==> config.mk <==
export PLATFORM = sky130hd
export DESIGN_NAME = ysyx_22050243_gpr_sb
export DESIGN_NICKNAME = d
export VERILOG_FILES = /design/src/rtl/ysyx_22050243_gpr_sb.sv
export SDC_FILE = /design/constraint.sdc
export NUM_CORES = 2
export LEC_CHECK = 0
export BUFFER_PORTS_ARGS = -buffer_cell sky130_fd_sc_hd__buf_4
export CAP_MARGIN = 40
export CORE_UTILIZATION = 40
export CTS_CLUSTER_DIAMETER = 200
export CTS_CLUSTER_SIZE = 8
export DETAILED_ROUTE_END_ITERATION = 6
export SYNTH_ARGS = -nofsm -noshare
export SYNTH_HDL_FRONTEND = slang
export SYNTH_SLANG_ARGS = --single-unit
==> constraint.sdc <==
create_clock -name clk -period 5.9 [get_ports clk]
set_input_delay 0.295 -clock clk [delete_from_list [all_inputs] [get_ports clk]]
set_output_delay 0.295 -clock clk [all_outputs]
set_load 0.005 [all_outputs]
==> src/rtl/ysyx_22050243_gpr_sb.sv <==
// ---------------------------------------------------------------------------
// ysyx_22050243_gpr_sb
// General-purpose register file with an integrated scoreboard.
//
// Each of the 2**ADDR_WIDTH registers carries a pending bit. Issuing an
// instruction marks its destination pending; writeback stores the data and
// clears the bit. Register 0 is hardwired to zero and is never pending.
// Read ports are combinational, forward same-cycle writeback data and
// report whether the operand is still waiting on a producer.
//
// Ports
//   clk       : single clock, all state updates on its rising edge
//   rst       : synchronous active-high reset (clears data, pending, count)
//   w_en      : writeback enable
//   w_addr    : writeback register index
//   w_data    : writeback data
//   iss_en    : issue enable, marks iss_addr pending
//   iss_addr  : issued destination index
//   r_en      : per-port read enable, bit i = port i
//   r_addr    : packed read indices, port i at [i*ADDR_WIDTH +: ADDR_WIDTH]
//   r_data    : packed read data, port i at [i*DATA_WIDTH +: DATA_WIDTH]
//   r_busy    : per-port operand-not-ready flag
//   busy_cnt  : registered number of pending registers
// ---------------------------------------------------------------------------
module ysyx_22050243_gpr_sb #(
  parameter int ADDR_WIDTH = 5,
  parameter int DATA_WIDTH = 64,
  parameter int NR_READ    = 2
) (
  input  logic                            clk,
  input  logic                            rst,
  input  logic                            w_en,
  input  logic [ADDR_WIDTH-1:0]           w_addr,
  input  logic [DATA_WIDTH-1:0]           w_data,
  input  logic                            iss_en,
  input  logic [ADDR_WIDTH-1:0]           iss_addr,
  input  logic [NR_READ-1:0]              r_en,
  input  logic [NR_READ*ADDR_WIDTH-1:0]   r_addr,
  output logic [NR_READ*DATA_WIDTH-1:0]   r_data,
  output logic [NR_READ-1:0]              r_busy,
  output logic [ADDR_WIDTH:0]             busy_cnt
);

  localparam int NR_REG = 1 << ADDR_WIDTH;
  localparam logic [ADDR_WIDTH:0] CNT_ONE = {{ADDR_WIDTH{1'b0}}, 1'b1};
  localparam logic [ADDR_WIDTH:0] CNT_MAX = {1'b0, {ADDR_WIDTH{1'b1}}};

  logic [DATA_WIDTH-1:0] gpr_r [NR_REG];
  logic [NR_REG-1:0]     pend_r;
  logic [ADDR_WIDTH:0]   busy_cnt_r;
  logic [ADDR_WIDTH:0]   cnt_next_s;

  logic set_s;    // issue targets a real register
  logic clr_s;    // writeback targets a real register
  logic rise_s;   // a pending bit goes 0->1 this cycle
  logic fall_s;   // a pending bit goes 1->0 this cycle

  assign set_s = iss_en && (iss_addr != '0);
  assign clr_s = w_en && (w_addr != '0);

  // Pending-bit transitions; a same-index issue overrides the writeback clear.
  always_comb begin
    rise_s = 1'b0;
    fall_s = 1'b0;
    if (set_s) begin
      rise_s = ~pend_r[iss_addr];
    end else begin
      rise_s = 1'b0;
    end
    if (clr_s && !(set_s && (iss_addr == w_addr))) begin
      fall_s = pend_r[w_addr];
    end else begin
      fall_s = 1'b0;
    end
  end

  // Next pending count, saturating at both ends as a safety net.
  always_comb begin
    cnt_next_s = busy_cnt_r;
    if (rise_s && !fall_s && (busy_cnt_r != CNT_MAX)) begin
      cnt_next_s = busy_cnt_r + CNT_ONE;
    end else if (fall_s && !rise_s && (busy_cnt_r != '0)) begin
      cnt_next_s = busy_cnt_r - CNT_ONE;
    end else begin
      cnt_next_s = busy_cnt_r;
    end
  end

  // Data registers: reset clears all, writeback stores to nonzero indices.
  always_ff @(posedge clk) begin
    if (rst) begin
      for (int i = 0; i < NR_REG; i++) begin
        gpr_r[i] <= '0;
      end
    end else if (clr_s) begin
      gpr_r[w_addr] <= w_data;
    end
  end

  // Pending bits and their count; the issue is applied after the clear.
  always_ff @(posedge clk) begin
    if (rst) begin
      pend_r     <= '0;
      busy_cnt_r <= '0;
    end else begin
      if (clr_s) begin
        pend_r[w_addr] <= 1'b0;
      end
      if (set_s) begin
        pend_r[iss_addr] <= 1'b1;
      end
      busy_cnt_r <= cnt_next_s;
    end
  end

  assign busy_cnt = busy_cnt_r;

  for (genvar gi = 0; gi < NR_READ; gi++) begin : g_rd
    logic [ADDR_WIDTH-1:0] ra_s;
    logic                  hit_s;
    logic [DATA_WIDTH-1:0] rd_s;
    logic                  rb_s;

    assign ra_s  = r_addr[gi*ADDR_WIDTH +: ADDR_WIDTH];
    assign hit_s = w_en && (w_addr == ra_s);

    // Read mux with writeback forwarding; a forwarded operand is ready.
    always_comb begin
      rd_s = '0;
      rb_s = 1'b0;
      if (!r_en[gi] || (ra_s == '0)) begin
        rd_s = '0;
        rb_s = 1'b0;
      end else if (hit_s) begin
        rd_s = w_data;
        rb_s = 1'b0;
      end else begin
        rd_s = gpr_r[ra_s];
        rb_s = pend_r[ra_s];
      end
    end

    assign r_data[gi*DATA_WIDTH +: DATA_WIDTH] = rd_s;
    assign r_busy[gi] = rb_s;
  end

endmodule

Yosys cells after proc, flatten, opt, wreduce, memory -nomap -nowiden
Memories as Yosys holds them, arrays and structs flattened.
Index checks and enable logic that the tools add are counted.
Word-level totals
  memories kept: 1
  output and inout port bits: 136
  word-level logic and storage cells: 80
  register bits: 38
  input bits: 90
  memory bits (writable): 2048
Operators by class
  add/subtract/negate cells: 2
  eq/ne operators: 4
  muxes and demuxes: 35
  bitwise logic cells: 4
  reduce and logical (&&, ||, !) cells: 26
  order comparisons: 6
Memories
  gpr_r: words 32, bits a word 64, read ports 2, clocked after Yosys merged registers in 0, write ports 32, line 48  | logic [DATA_WIDTH-1:0] gpr_r [NR_REG];
Operators by type and width (number)
  $mux W64: 5
  $mux W32: 3
  $reduce_or A64 Y1: 1
  $and A32 B32 Y32: 1
  $not A32 Y32: 1
  $or A32 B32 Y32: 1
  $lt A5 B6 Y1 const B: 4
  $bmux W1 S5: 4
  $mux W1: 18
  $eq A5 B5 Y1: 3
  $logic_and A1 B1 Y1: 12
  $mux W6: 2
  $demux W1 S5: 2
  $ge A5 B1 Y1 const B: 2
  $logic_not A5 Y1: 2
  $reduce_bool A5 Y1: 2
  $add A6 B1 Y6 const B: 1
  $ne A6 B5 Y1 const B: 1
  $reduce_bool A6 Y1: 1
  $sub A6 B1 Y6 const B: 1
  $logic_not A1 Y1: 5
  $mux W5: 1
  $logic_or A1 B1 Y1: 2
  $reduce_bool A2 Y1: 1
  $not A1 Y1: 1

Logic depth before layout (Yosys ltp)
  depth in word-level cells: 10
  mapped depth: 15
  mapped depth without buffers: 12

Worst setup path before layout
Ideal clock, no wire load.
  kind: input -> register
  start: input w_addr[0]
  end: memory gpr_r[1][0] (enable)
  data required time: 5.399 ns
  data arrival time: 4.296 ns
  setup time: 0.501 ns
  stages on the path: 5
  slack: 1.103 ns
  buffers on the path: 2
  cells stage by stage: buf_2 > buf_1 > nor2b_1 > nand2_1 > o21bai_1
RTL lines
  start: declaration: line 33  | input logic [ADDR_WIDTH-1:0] w_addr,
  end: declaration: line 48

Worst setup path in the final report
  start: input r_addr[4]
  end: output r_data[51]
On the way
  word-level cells in the longest chain between the ends: 4
  elaborated cells on any way between the ends: 7
  classes of those cells: 1 x eq/ne; 2 x mux; 3 x reduce/logical; 1 x memory
RTL lines
  start: declaration: line 38  | input logic [NR_READ*ADDR_WIDTH-1:0] r_addr,
  branches (longest 3 deep; another with $mem_v2 Z32 W64)
  $mux W64 *: line 131  | if (!r_en[gi] || (ra_s == '0)) begin
  end: declaration: line 39  | output logic [NR_READ*DATA_WIDTH-1:0] r_data,
Mark *: on every way between the ends.

==> metrics.md <==
| Metric | Value |
|---|---|
| Status | `complete, but fails checks` |
| Failing checks | `design-rule violations` |
| Port bufs | `225` |
| Synthesis Warnings | `0` |
| Main synth FF type | `edfxtp_1` |
| Measured slew at the worst slew-check pin | `1.16 ns` |
| Ports | `226` |
| CTS Buffer Depth | `4` |
| Clk sink count | `2086` |
| Worst hold start | `w_data[55]` |
| DR DRC count | `26` |
| EDFF count, synth | `2048` |
| Antenna violations before repair | `52` |
| Hold Crit Depth | `2` |
| Sw power | `9.80 mW` |
| Slack of the critical path | `1.35 ns` |
| Fin crit share | `0.771` |
| Most frequent cells in the layout | `edfxtp_1, and2_1, mux4_2, mux2i_1, nor2_1` |
| Clock power share | `0.409` |
| Comb power frac | `0.132` |
| Layout cells sized above 1 | `0.246` |
| Flop pwr share | `0.459` |
| Number of global-route vias before repair | `75500` |
| Post-Place Worst Slack | `1.69 ns` |
| Most common cell after layout, fill and taps aside | `edfxtp_1` |
| Max-cap violation count | `0` |
| Avg Inst Size Synth | `14.6 sq um` |
| Unique masters post-synth | `63` |
| First-pass GRT wire length | `612000 um` |
| Num CTS Buffers | `302` |
| R2R Path Start | `pend_r[7]$_SDFF_PP0_` |
| Final critical-path required period | `4.55 ns` |
| Area delta synth->final | `14.2%` |
| Setup TNS | `0 ns` |
| HPWL Detailed | `243000 um` |
| Total number of vias | `76200` |
| CORE AREA | `0.279 sq mm` |
| Clock skew | `0.0222 ns` |
| Insertion delay to the later sink of the worst-skew pair | `0.87 ns` |
| Critical path type | `in -> out` |
| Upper clock frequency limit | `220 MHz` |
| Vias per cell | `6.58` |
| Drt total wl | `444000 um` |
| Drt wl/cell | `38.4 um` |
| Final ANT Viol Nets | `0` |
| Hold Buf Count CTS | `63` |
| Crit path DAT | `4.25 ns` |
| Fin. max-slew vios | `0` |
| Die Width | `532 um` |
| Nets | `7883` |
| Finished Layout Cells | `11600` |
| Pint | `28.4 mW` |
| Setup slack, reg-to-reg | `1.98 ns` |
| Std cell rows | `194` |
| Root Buffer | `clkbuf_16` |
| Largest net degree at the start of global routing | `113` |
| Synth Cell Area | `0.112 sq mm` |
| Height of the die | `532 um` |
| H-tree levels | `5` |
| FF-to-FF path depth | `12` |
| RSZ-0062 raised after global routing | `false` |
| Worst Setup Start Kind | `input pin` |
| CP startpoint | `r_addr[4]` |
| Power Density | `298 mW/mm^2` |
| Initial Util | `0.402` |
| Worst hold margin | `0.0234 ns` |
| Final setup violation count | `0` |
| Postcts setup bufs | `0` |
| Worst-path clk slew | `0.05 ns` |
| WP data required | `5.61 ns` |
| CTS tree | `yes` |
| Synth Register Bits | `2086` |
| Full die area | `0.283 sq mm` |
| Fill cells | `23900` |
| Iteration-0 DRC count of the detailed router | `11700` |
| Peak supply drop | `0.000215 V` |
| Placed cells | `11100` |
| Class of the tightest hold or removal check | `in -> reg` |
| Crit path capture type | `output port` |
| Pre-antenna DRT Iters | `7` |
| Crit path max fanout | `60` |
| Ys async rst share | `0` |
| Max-slew headroom at the worst pin | `0.229` |
| Sequential share of the synthesized area | `0.554` |
| Routability congestion estimate | `0.914` |
| Final Hold Viols | `0` |
| FF-to-FF End | `busy_cnt[5]$_SDFFE_PP0P_` |
| Tot GR Track Use | `0.310` |
| GRT overflow | `0` |
| Post-synthesis instance total | `7715` |
| Endpoint, Worst Hold | `gpr_r[10][55]$_SDFFCE_PN0P_` |
| Pleak | `44.9 nW` |
| Switching Share | `0.256` |
| Post_cts resized | `0` |
## flip-flops by register name (all words and copies together) (netlist names)
register / count
busy_cnt: 6
gpr_r: 2048
pend_r: 32
## Yosys cell counts (27+ instances only)
| master | number | area share |
|---|---|---|
| o21ai_0 | 97 | 0.0043 |
| a21oi_1 | 95 | 0.0042 |
| edfxtp_1 | 2048 | 0.55 |
| o221ai_1 | 86 | 0.0067 |
| dfxtp_1 | 38 | 0.0068 |
| a2111o_1 | 29 | 0.0029 |
| nor2_1 | 384 | 0.013 |
| and2_1 | 1985 | 0.11 |
| mux2_2 | 92 | 0.0092 |
| o31ai_1 | 27 | 0.0018 |
| a21o_1 | 62 | 0.0041 |
| mux2i_1 | 366 | 0.033 |
| buf_2 | 110 | 0.0049 |
| a221oi_1 | 31 | 0.0024 |
| mux4_2 | 967 | 0.19 |
| nand2_1 | 200 | 0.0067 |
| a22o_1 | 70 | 0.0055 |
| o22ai_1 | 128 | 0.0071 |
| buf_1 | 61 | 0.0020 |
| clkbuf_1 | 630 | 0.021 |
## cell type report
type                    instances  area [sq um]  area share
clock buffers                 332          7840      0.0610
flip-flops and latches       2086         62300       0.485
well taps                    3724          4660      0.0363
inverters                      19          78.8    0.000614
repair buffers                518          5670      0.0442
diodes                         26          65.1    0.000506
multi-input cells            4861         47700       0.372
clock inverters                13           159     0.00124
## kinds of logic after synthesis
| kind of cell | after synthesis | synth area share |
|---|---|---|
| multiplexers | 1430 | 0.236 |
| other | 1 | 0.0000333 |
| AO/OA/AOI/OAI | 696 | 0.0443 |
| buffers and inverters | 831 | 0.0294 |
| flip-flops | 2086 | 0.554 |
| AND/OR/NAND/NOR | 2648 | 0.134 |
| XOR/XNOR | 18 | 0.00140 |
| adder cells (fa/ha/maj) | 5 | 0.000623 |
## stage by stage
stage	area, sq um	power (mW)	utilization
final	128000	38.2	0.460
after global routing	128000	39.0	0.460
after CTS	128000	38.2	0.460
after detailed placement	120000	22.7	0.429
after global placement	119000	22.6	0.426
after floorplan	113000	20.5	-
## per-layer routing
metal / global-route usage / up-vias / wire [um]
met3: 0.0690 / 1336 / 53000
met4: 0.175 / 12 / 27900
met1: 0.391 / 39600 / 157000
li1: - / 29500 / -
met5: 0 / - / 76
met2: 0.493 / 5784 / 206000
## critical path: stages
cell and delay [ns]:
clkbuf_8 0.64, xnor2_1 0.20, nand4_1 0.31, nor3_2 0.95, buf_4 0.60, a21oi_1 0.22
nor2_1 0.74, buf_4 0.25
## worst max path at each step
stage                                 to  slack (ns)  depth (start not counted)
2_1_floorplan  gpr_r[1][0]$_SDFFCE_PN0P_        1.10                          5
3_3_place_gp                  r_data[75]        1.29                         11
3_5_place_dp                 r_data[106]        1.69                          9
4_1_cts                      r_data[106]        1.70                          9
5_1_grt                       r_data[22]        1.54                          8
6_report                      r_data[51]        1.35                          8
## power by group through the flow
stage / logic [mW] / clock network, mW / registers (mW)
6_report: 5.04 / 15.6 / 17.5
5_1_grt: 5.12 / 16.2 / 17.6
4_1_cts: 4.93 / 15.7 / 17.5
3_5_place_dp: 4.89 / 0 / 17.8
3_3_place_gp: 4.81 / 0 / 17.7
2_1_floorplan: 2.83 / 0 / 17.7
Note: power is estimated with default switching activity, not from simulation.
